`config.mk`:
```
export PLATFORM = sky130hd
export DESIGN_NAME = comp_serial
export DESIGN_NICKNAME = d
export VERILOG_FILES = /design/src/rtl/comp_serial.sv
export SDC_FILE = /design/constraint.sdc
export NUM_CORES = 1
export LEC_CHECK = 0
export BUFFER_PORTS_ARGS = -buffer_cell sky130_fd_sc_hd__buf_2
export CAP_MARGIN = 25
export CORE_MARGIN = 2
export CORE_UTILIZATION = 30
export CTS_BUF_LIST = sky130_fd_sc_hd__clkbuf_4 sky130_fd_sc_hd__clkbuf_8
export DETAILED_ROUTE_END_ITERATION = 8
export GPL_ROUTABILITY_DRIVEN = 0
export SYNTH_ARGS = -nofsm -noshare
export SYNTH_HDL_FRONTEND = slang
export SYNTH_SLANG_ARGS = --single-unit
```
`constraint.sdc`:
```
create_clock -name clk -period 3.4 [get_ports clk]
set_input_delay 0.17 -clock clk [delete_from_list [all_inputs] [get_ports clk]]
set_output_delay 0.17 -clock clk [all_outputs]
set_load 0.005 [all_outputs]
```
`src/rtl/comp_serial.sv`:
```
// Bit-serial unsigned magnitude comparator with valid/ready on both sides.
// Define COMP_SERIAL_EARLY_EXIT_EN for an MSB-first scan that stops at the first differing bit.
module comp_serial #(
    parameter int WIDTH = 4
) (
    input  logic             clk,
    input  logic             rst,
    input  logic             in_valid,
    output logic             in_ready,
    input  logic [WIDTH-1:0] x,
    input  logic [WIDTH-1:0] y,
    output logic             out_valid,
    input  logic             out_ready,
    output logic             gt,
    output logic             eq,
    output logic             lt,
    output logic             busy
);

    localparam int CNT_W = $clog2(WIDTH) + 1;

    typedef enum logic [1:0] {
        IDLE,
        RUN,
        DONE
    } state_t;

    state_t           state;
    logic [WIDTH-1:0] xs;
    logic [WIDTH-1:0] ys;
    logic [CNT_W-1:0] cnt;
    logic             g;
    logic             l;

    logic xb;
    logic yb;
    logic gn;
    logic ln;
    logic fin;

    always_comb begin
        xb  = 1'b0;
        yb  = 1'b0;
`ifdef COMP_SERIAL_EARLY_EXIT_EN
        xb  = xs[WIDTH-1];
        yb  = ys[WIDTH-1];
`else
        xb  = xs[0];
        yb  = ys[0];
`endif
        gn  = (xb & ~yb) | (~(xb ^ yb) & g);
        ln  = (~xb & yb) | (~(xb ^ yb) & l);
        fin = (cnt == CNT_W'(WIDTH - 1));
`ifdef COMP_SERIAL_EARLY_EXIT_EN
        // A differing MSB-side bit settles the result immediately
        fin = fin | (xb ^ yb);
`endif
    end

    always_ff @(posedge clk or posedge rst) begin
        if (rst) begin
            state     <= IDLE;
            xs        <= '0;
            ys        <= '0;
            cnt       <= '0;
            g         <= 1'b0;
            l         <= 1'b0;
            in_ready  <= 1'b1;
            out_valid <= 1'b0;
            gt        <= 1'b0;
            eq        <= 1'b0;
            lt        <= 1'b0;
            busy      <= 1'b0;
        end else begin
            unique case (state)
                IDLE: begin
                    if (in_valid) begin
                        xs       <= x;
                        ys       <= y;
                        g        <= 1'b0;
                        l        <= 1'b0;
                        cnt      <= '0;
                        in_ready <= 1'b0;
                        busy     <= 1'b1;
                        state    <= RUN;
                    end
                end
                RUN: begin
                    g   <= gn;
                    l   <= ln;
                    cnt <= cnt + 1'b1;
`ifdef COMP_SERIAL_EARLY_EXIT_EN
                    xs  <= xs << 1;
                    ys  <= ys << 1;
`else
                    xs  <= xs >> 1;
                    ys  <= ys >> 1;
`endif
                    if (fin) begin
                        gt        <= gn;
                        lt        <= ln;
                        eq        <= ~gn & ~ln;
                        out_valid <= 1'b1;
                        state     <= DONE;
                    end
                end
                DONE: begin
                    if (out_ready) begin
                        out_valid <= 1'b0;
                        gt        <= 1'b0;
                        eq        <= 1'b0;
                        lt        <= 1'b0;
                        in_ready  <= 1'b1;
                        busy      <= 1'b0;
                        state     <= IDLE;
                    end
                end
                default: begin
                    in_ready  <= 1'b1;
                    out_valid <= 1'b0;
                    busy      <= 1'b0;
                    state     <= IDLE;
                end
            endcase
        end
    end

endmodule
```
==> flow_summary.html <==
<table>
<tr><th>Metric</th><th>Value</th></tr>
<tr><th colspan="2">Outcome</th></tr>
<tr><td>Run status</td><td>finished, violations left</td></tr>
<tr><td>Violations in the final reports</td><td>negative hold slack</td></tr>
<tr><th colspan="2">Critical path</th></tr>
<tr><td>Crit path capture type</td><td>register</td></tr>
<tr><td>Category of the worst setup path launch point</td><td>register</td></tr>
<tr><td>Critical Path RT</td><td>3.61 ns</td></tr>
<tr><td>Critical Path Max Stage Delay</td><td>0.92 ns</td></tr>
<tr><td>Critical path, cell by cell</td><td>o21bai_1, a22o_1</td></tr>
<tr><td>Worst flop-to-flop path startpoint</td><td>state[0]$_DFFE_PP0P_</td></tr>
<tr><td>Register-to-register setup slack</td><td>1.58 ns</td></tr>
<tr><td>Cell with the biggest individual delay on the critical path</td><td>sky130_fd_sc_hd__dfrtp_1</td></tr>
<tr><td>Kind of cell adding the most delay to the critical path</td><td>flip-flops</td></tr>
<tr><td>Crit. Startpoint</td><td>state[0]$_DFFE_PP0P_</td></tr>
<tr><td>Buf/Inv on CP</td><td>0</td></tr>
<tr><td>Highest fanout seen on the critical path</td><td>28</td></tr>
<tr><td>Arrival time at the worst endpoint</td><td>2.02 ns</td></tr>
<tr><td>Start-to-end type of the worst setup path</td><td>register to register</td></tr>
<tr><th colspan="2">Pwr</th></tr>
<tr><td>Total power</td><td>929 uW</td></tr>
<tr><td>Power density over the cells</td><td>782 nW/um2</td></tr>
<tr><td>Worst voltage drop across the vdd grid</td><td>189 uV</td></tr>
<tr><td>Portion of total power attributed to combinational logic</td><td>35.6%</td></tr>
<tr><td>Total internal power</td><td>573 uW</td></tr>
<tr><td>Reported leakage power</td><td>0.577 nW</td></tr>
<tr><td>Switch share</td><td>38.4%</td></tr>
<tr><td>Part of the total power dissipated in the clock network</td><td>13.8%</td></tr>
<tr><td>Portion of total power attributed to sequential cells</td><td>50.6%</td></tr>
<tr><td>Switching Power</td><td>356 uW</td></tr>
<tr><th colspan="2">Synth</th></tr>
<tr><td>Library cell with the largest summed area after synthesis</td><td>sky130_fd_sc_hd__dfrtp_1</td></tr>
<tr><td>Synthesized cell area</td><td>1050 um2</td></tr>
<tr><td>Synthesized net count</td><td>124</td></tr>
<tr><td>Share of the synthesized area in the top cell type</td><td>47.7%</td></tr>
<tr><td>Sequential element share of the synthesized area</td><td>50.2%</td></tr>
<tr><td>Cells after Synth</td><td>108</td></tr>
<tr><td>Main area contributors after synthesis</td><td>sky130_fd_sc_hd__dfrtp_1 48%, sky130_fd_sc_hd__a21oi_1 6.2%, sky130_fd_sc_hd__o21ai_0 6.2%, sky130_fd_sc_hd__nand2_1 6.1%, sky130_fd_sc_hd__and3b_1 5.0%</td></tr>
<tr><td>FF+latch count, synth</td><td>21</td></tr>
<tr><td>Count of different cell masters after synthesis</td><td>25</td></tr>
<tr><td>Total number of yosys warnings</td><td>0</td></tr>
<tr><td>Syn avg cell area</td><td>9.71 um2</td></tr>
<tr><th colspan="2">Detailed routing</th></tr>
<tr><td>Number of vias in the routed layout</td><td>796</td></tr>
<tr><td>Starting DRT DRC Count</td><td>62</td></tr>
<tr><td>DRC violations left</td><td>0</td></tr>
<tr><td>Number of search-and-repair iterations in the first detailed-routing pass</td><td>5</td></tr>
<tr><td>WL final</td><td>2.05 mm</td></tr>
<tr><td>Routed via count divided by cell count</td><td>4.71</td></tr>
<tr><td>Remaining antenna violation count</td><td>0</td></tr>
<tr><td>Drt wl/cell</td><td>12.2 um</td></tr>
<tr><th colspan="2">Clock tree</th></tr>
<tr><td>Number of setup buffers added after CTS</td><td>0</td></tr>
<tr><td>Number of hold buffers added after CTS</td><td>0</td></tr>
<tr><td>Clock latency on the worst-skew pair</td><td>0.30 ns</td></tr>
<tr><td>Post-cts repair resize count</td><td>0</td></tr>
<tr><td>Clock root buffer</td><td>sky130_fd_sc_hd__clkbuf_4</td></tr>
<tr><td>Number of clock sinks</td><td>21</td></tr>
<tr><td>Total clock buffers created by CTS</td><td>3</td></tr>
<tr><td>Maximum root-to-sink buffer count</td><td>2</td></tr>
<tr><td>Number of levels in the clock H-tree</td><td>1</td></tr>
<tr><td>Clock tree from TritonCTS</td><td>built</td></tr>
<tr><td>CTS clock-pin slew for the worst setup and hold paths</td><td>0.11 ns</td></tr>
<tr><th colspan="2">Global route</th></tr>
<tr><td>Total grt overflow</td><td>0</td></tr>
<tr><td>Number of antenna violations at the first check in global routing</td><td>0</td></tr>
<tr><td>Wire length of the first global-routing pass</td><td>3.50 mm</td></tr>
<tr><td>Largest net degree at the start of global routing</td><td>29</td></tr>
<tr><td>Most congested layer reported by global routing</td><td>met2</td></tr>
<tr><td>GR Layer Usage met3</td><td>2.14%</td></tr>
<tr><td>GRT Resource Usage Total</td><td>11.2%</td></tr>
<tr><td>Via count of the first global-routing pass</td><td>748</td></tr>
<tr><td>Fraction of met2 tracks used by global routing</td><td>16.5%</td></tr>
<tr><td>Routing usage on met1</td><td>15.9%</td></tr>
<tr><th colspan="2">Timing</th></tr>
<tr><td>Post-route clock period utilization</td><td>53.4%</td></tr>
<tr><td>Achievable Freq</td><td>550 MHz</td></tr>
<tr><td>Setup violation total in the final timing report</td><td>0</td></tr>
<tr><td>Aggregate negative setup slack</td><td>0 ns</td></tr>
<tr><td>Worst slew margin relative to its limit</td><td>42.9%</td></tr>
<tr><td>Slew at the pin with the worst max-slew slack</td><td>0.857 ns</td></tr>
<tr><td>Worst setup skew after layout</td><td>0.00321 ns</td></tr>
<tr><td>RSZ-0062 raised after global routing</td><td>false</td></tr>
<tr><td>Worst hold slack after final layout</td><td>-0.0174 ns</td></tr>
<tr><td>Final Hold Vio Count</td><td>20</td></tr>
<tr><td>Total count of max-transition violations in the final report</td><td>0</td></tr>
<tr><td>Clock period minus worst slack</td><td>1.82 ns</td></tr>
<tr><th colspan="2">Final layout</th></tr>
<tr><td>Synth-to-Final Area Change</td><td>13.2%</td></tr>
<tr><td>Number of nets in the final layout</td><td>140</td></tr>
<tr><td>Ratio of cells with drive above 1 in the final layout</td><td>20.3%</td></tr>
<tr><td>Most frequent standard cell in the layout excluding fill and tap cells</td><td>sky130_fd_sc_hd__dfrtp_1</td></tr>
<tr><td>Most frequent cells in the layout</td><td>20 x sky130_fd_sc_hd__dfrtp_1, 17 x sky130_fd_sc_hd__nand2_1, 17 x sky130_fd_sc_hd__buf_2</td></tr>
<tr><td>Antenna cells</td><td>0</td></tr>
<tr><th colspan="2">Die</th></tr>
<tr><td>Number of top-level pins</td><td>18</td></tr>
<tr><td>Die span in y</td><td>63.1 um</td></tr>
<tr><td>Std-Cell Core Area</td><td>3340 um2</td></tr>
<tr><td>Effective utilization at floorplan</td><td>31.4%</td></tr>
<tr><td>Row cnt</td><td>21</td></tr>
<tr><td>Die Wd</td><td>63.1 um</td></tr>
<tr><td>Floorplan die area</td><td>3980 um2</td></tr>
<tr><th colspan="2">Job</th></tr>
<tr><td>Max-capacitance violation count</td><td>0</td></tr>
<tr><th colspan="2">Place</th></tr>
<tr><td>Half-perimeter wire length after placement</td><td>1.46 mm</td></tr>
<tr><td>Count of buffers inserted at the top-level ports</td><td>17</td></tr>
<tr><th colspan="2">Worst hold path</th></tr>
<tr><td>Type of the worst min-delay path</td><td>primary input to asynchronous set/reset pin</td></tr>
</table>
[metal layers]
metal,vias to the layer above,wire (um)
li1,402,-
met1,368,1020
met2,23,932
met3,3,75
met4,0,21
met5,-,0
[worst reg2reg max path: stages, from the launching register on]
cell and delay (ns):
sky130_fd_sc_hd__dfrtp_1 0.92, sky130_fd_sc_hd__o21bai_1 0.46, sky130_fd_sc_hd__a22o_1 0.34
[sequential cells by signal (all words and copies together), names as in the netlist]
register   count
ys             4
out_valid      1
l              1
eq             1
lt             1
in_ready       1
busy           1
xs             4
gt             1
g              1
state          2
cnt            3
[path summary, 6_finish.rpt]
check                                        end  cells past startpoint
setup / recovery                   g$_DFFE_PP0P_                      2
hold / removal             out_valid$_DFFE_PP0P_                      2
setup reg to reg                   g$_DFFE_PP0P_                      2
hold reg to reg                xs[2]$_DFFE_PP0P_                      2
max in group asynchronous      ys[1]$_DFFE_PP0P_                      2
min in group clk               ys[3]$_DFFE_PP0P_                      3
[cell usage after synthesis (all sizes together)]
| master | count |
|---|---|
| a32o | 1 |
| nor2 | 5 |
| a211oi | 1 |
| nor2b | 3 |
| buf | 5 |
| mux2i | 1 |
| inv | 7 |
| o22a | 1 |
| a22o | 3 |
| a21oi | 13 |
| and2b | 1 |
| and3b | 6 |
| dfstp | 1 |
| o2bb2ai | 1 |
| nand2 | 17 |
| o21bai | 1 |
| dfrtp | 20 |
| clkbuf | 1 |
| a311oi | 1 |
| ha | 4 |
| nand3b | 1 |
| o21a | 1 |
| o21ai | 13 |
[per-stage QoR]
step | std cells | worst slack [ns] | utilization, % | hold slack, ns | instance area, um2
6_report | 169 | 1.58 | 35.6 | -0.0174 | 1190
2_1_floorplan | 108 | 2.12 | - | 0.146 | 1050
5_1_grt | 169 | 1.41 | 35.6 | 0.0466 | 1190
3_3_place_gp | 165 | 1.66 | 34.7 | 0.346 | 1160
3_5_place_dp | 165 | 1.60 | 34.7 | 0.352 | 1160
4_1_cts | 169 | 1.59 | 35.6 | 0.0101 | 1190
[power by group through the flow]
stage	clock (mW)	combinational [mW]	sequential, mW
after detailed placement	0	0.336	0.475
final	0.128	0.331	0.470
after global routing	0.145	0.382	0.489
after global placement	0	0.322	0.470
after CTS	0.133	0.336	0.470
after floorplan	0	0.309	0.412
[layout make-up]
type / count / area, um2
Multi-Input combinational cell: 74 / 462
Clock buffer: 4 / 30.0
Sequential cell: 21 / 527
Inverter: 7 / 26.3
Tap cell: 46 / 57.6
Timing Repair Buffer: 17 / 85.1
Fill cell: 356 / 2150
[cell families (layout without fill, tap and decap cells)]
family,Yosys count,count (layout),share of synthesized area (%)
AO/OA/AOI/OAI,36,36,21.0
multiplexers,1,1,0.955
AND/OR/NAND/NOR,33,33,17.3
flip-flops,21,21,50.2
adder cells (fa/ha/maj),4,4,4.77
buffers and inverters,13,28,5.73
No activity file was read; power rests on OpenSTA's default activity.
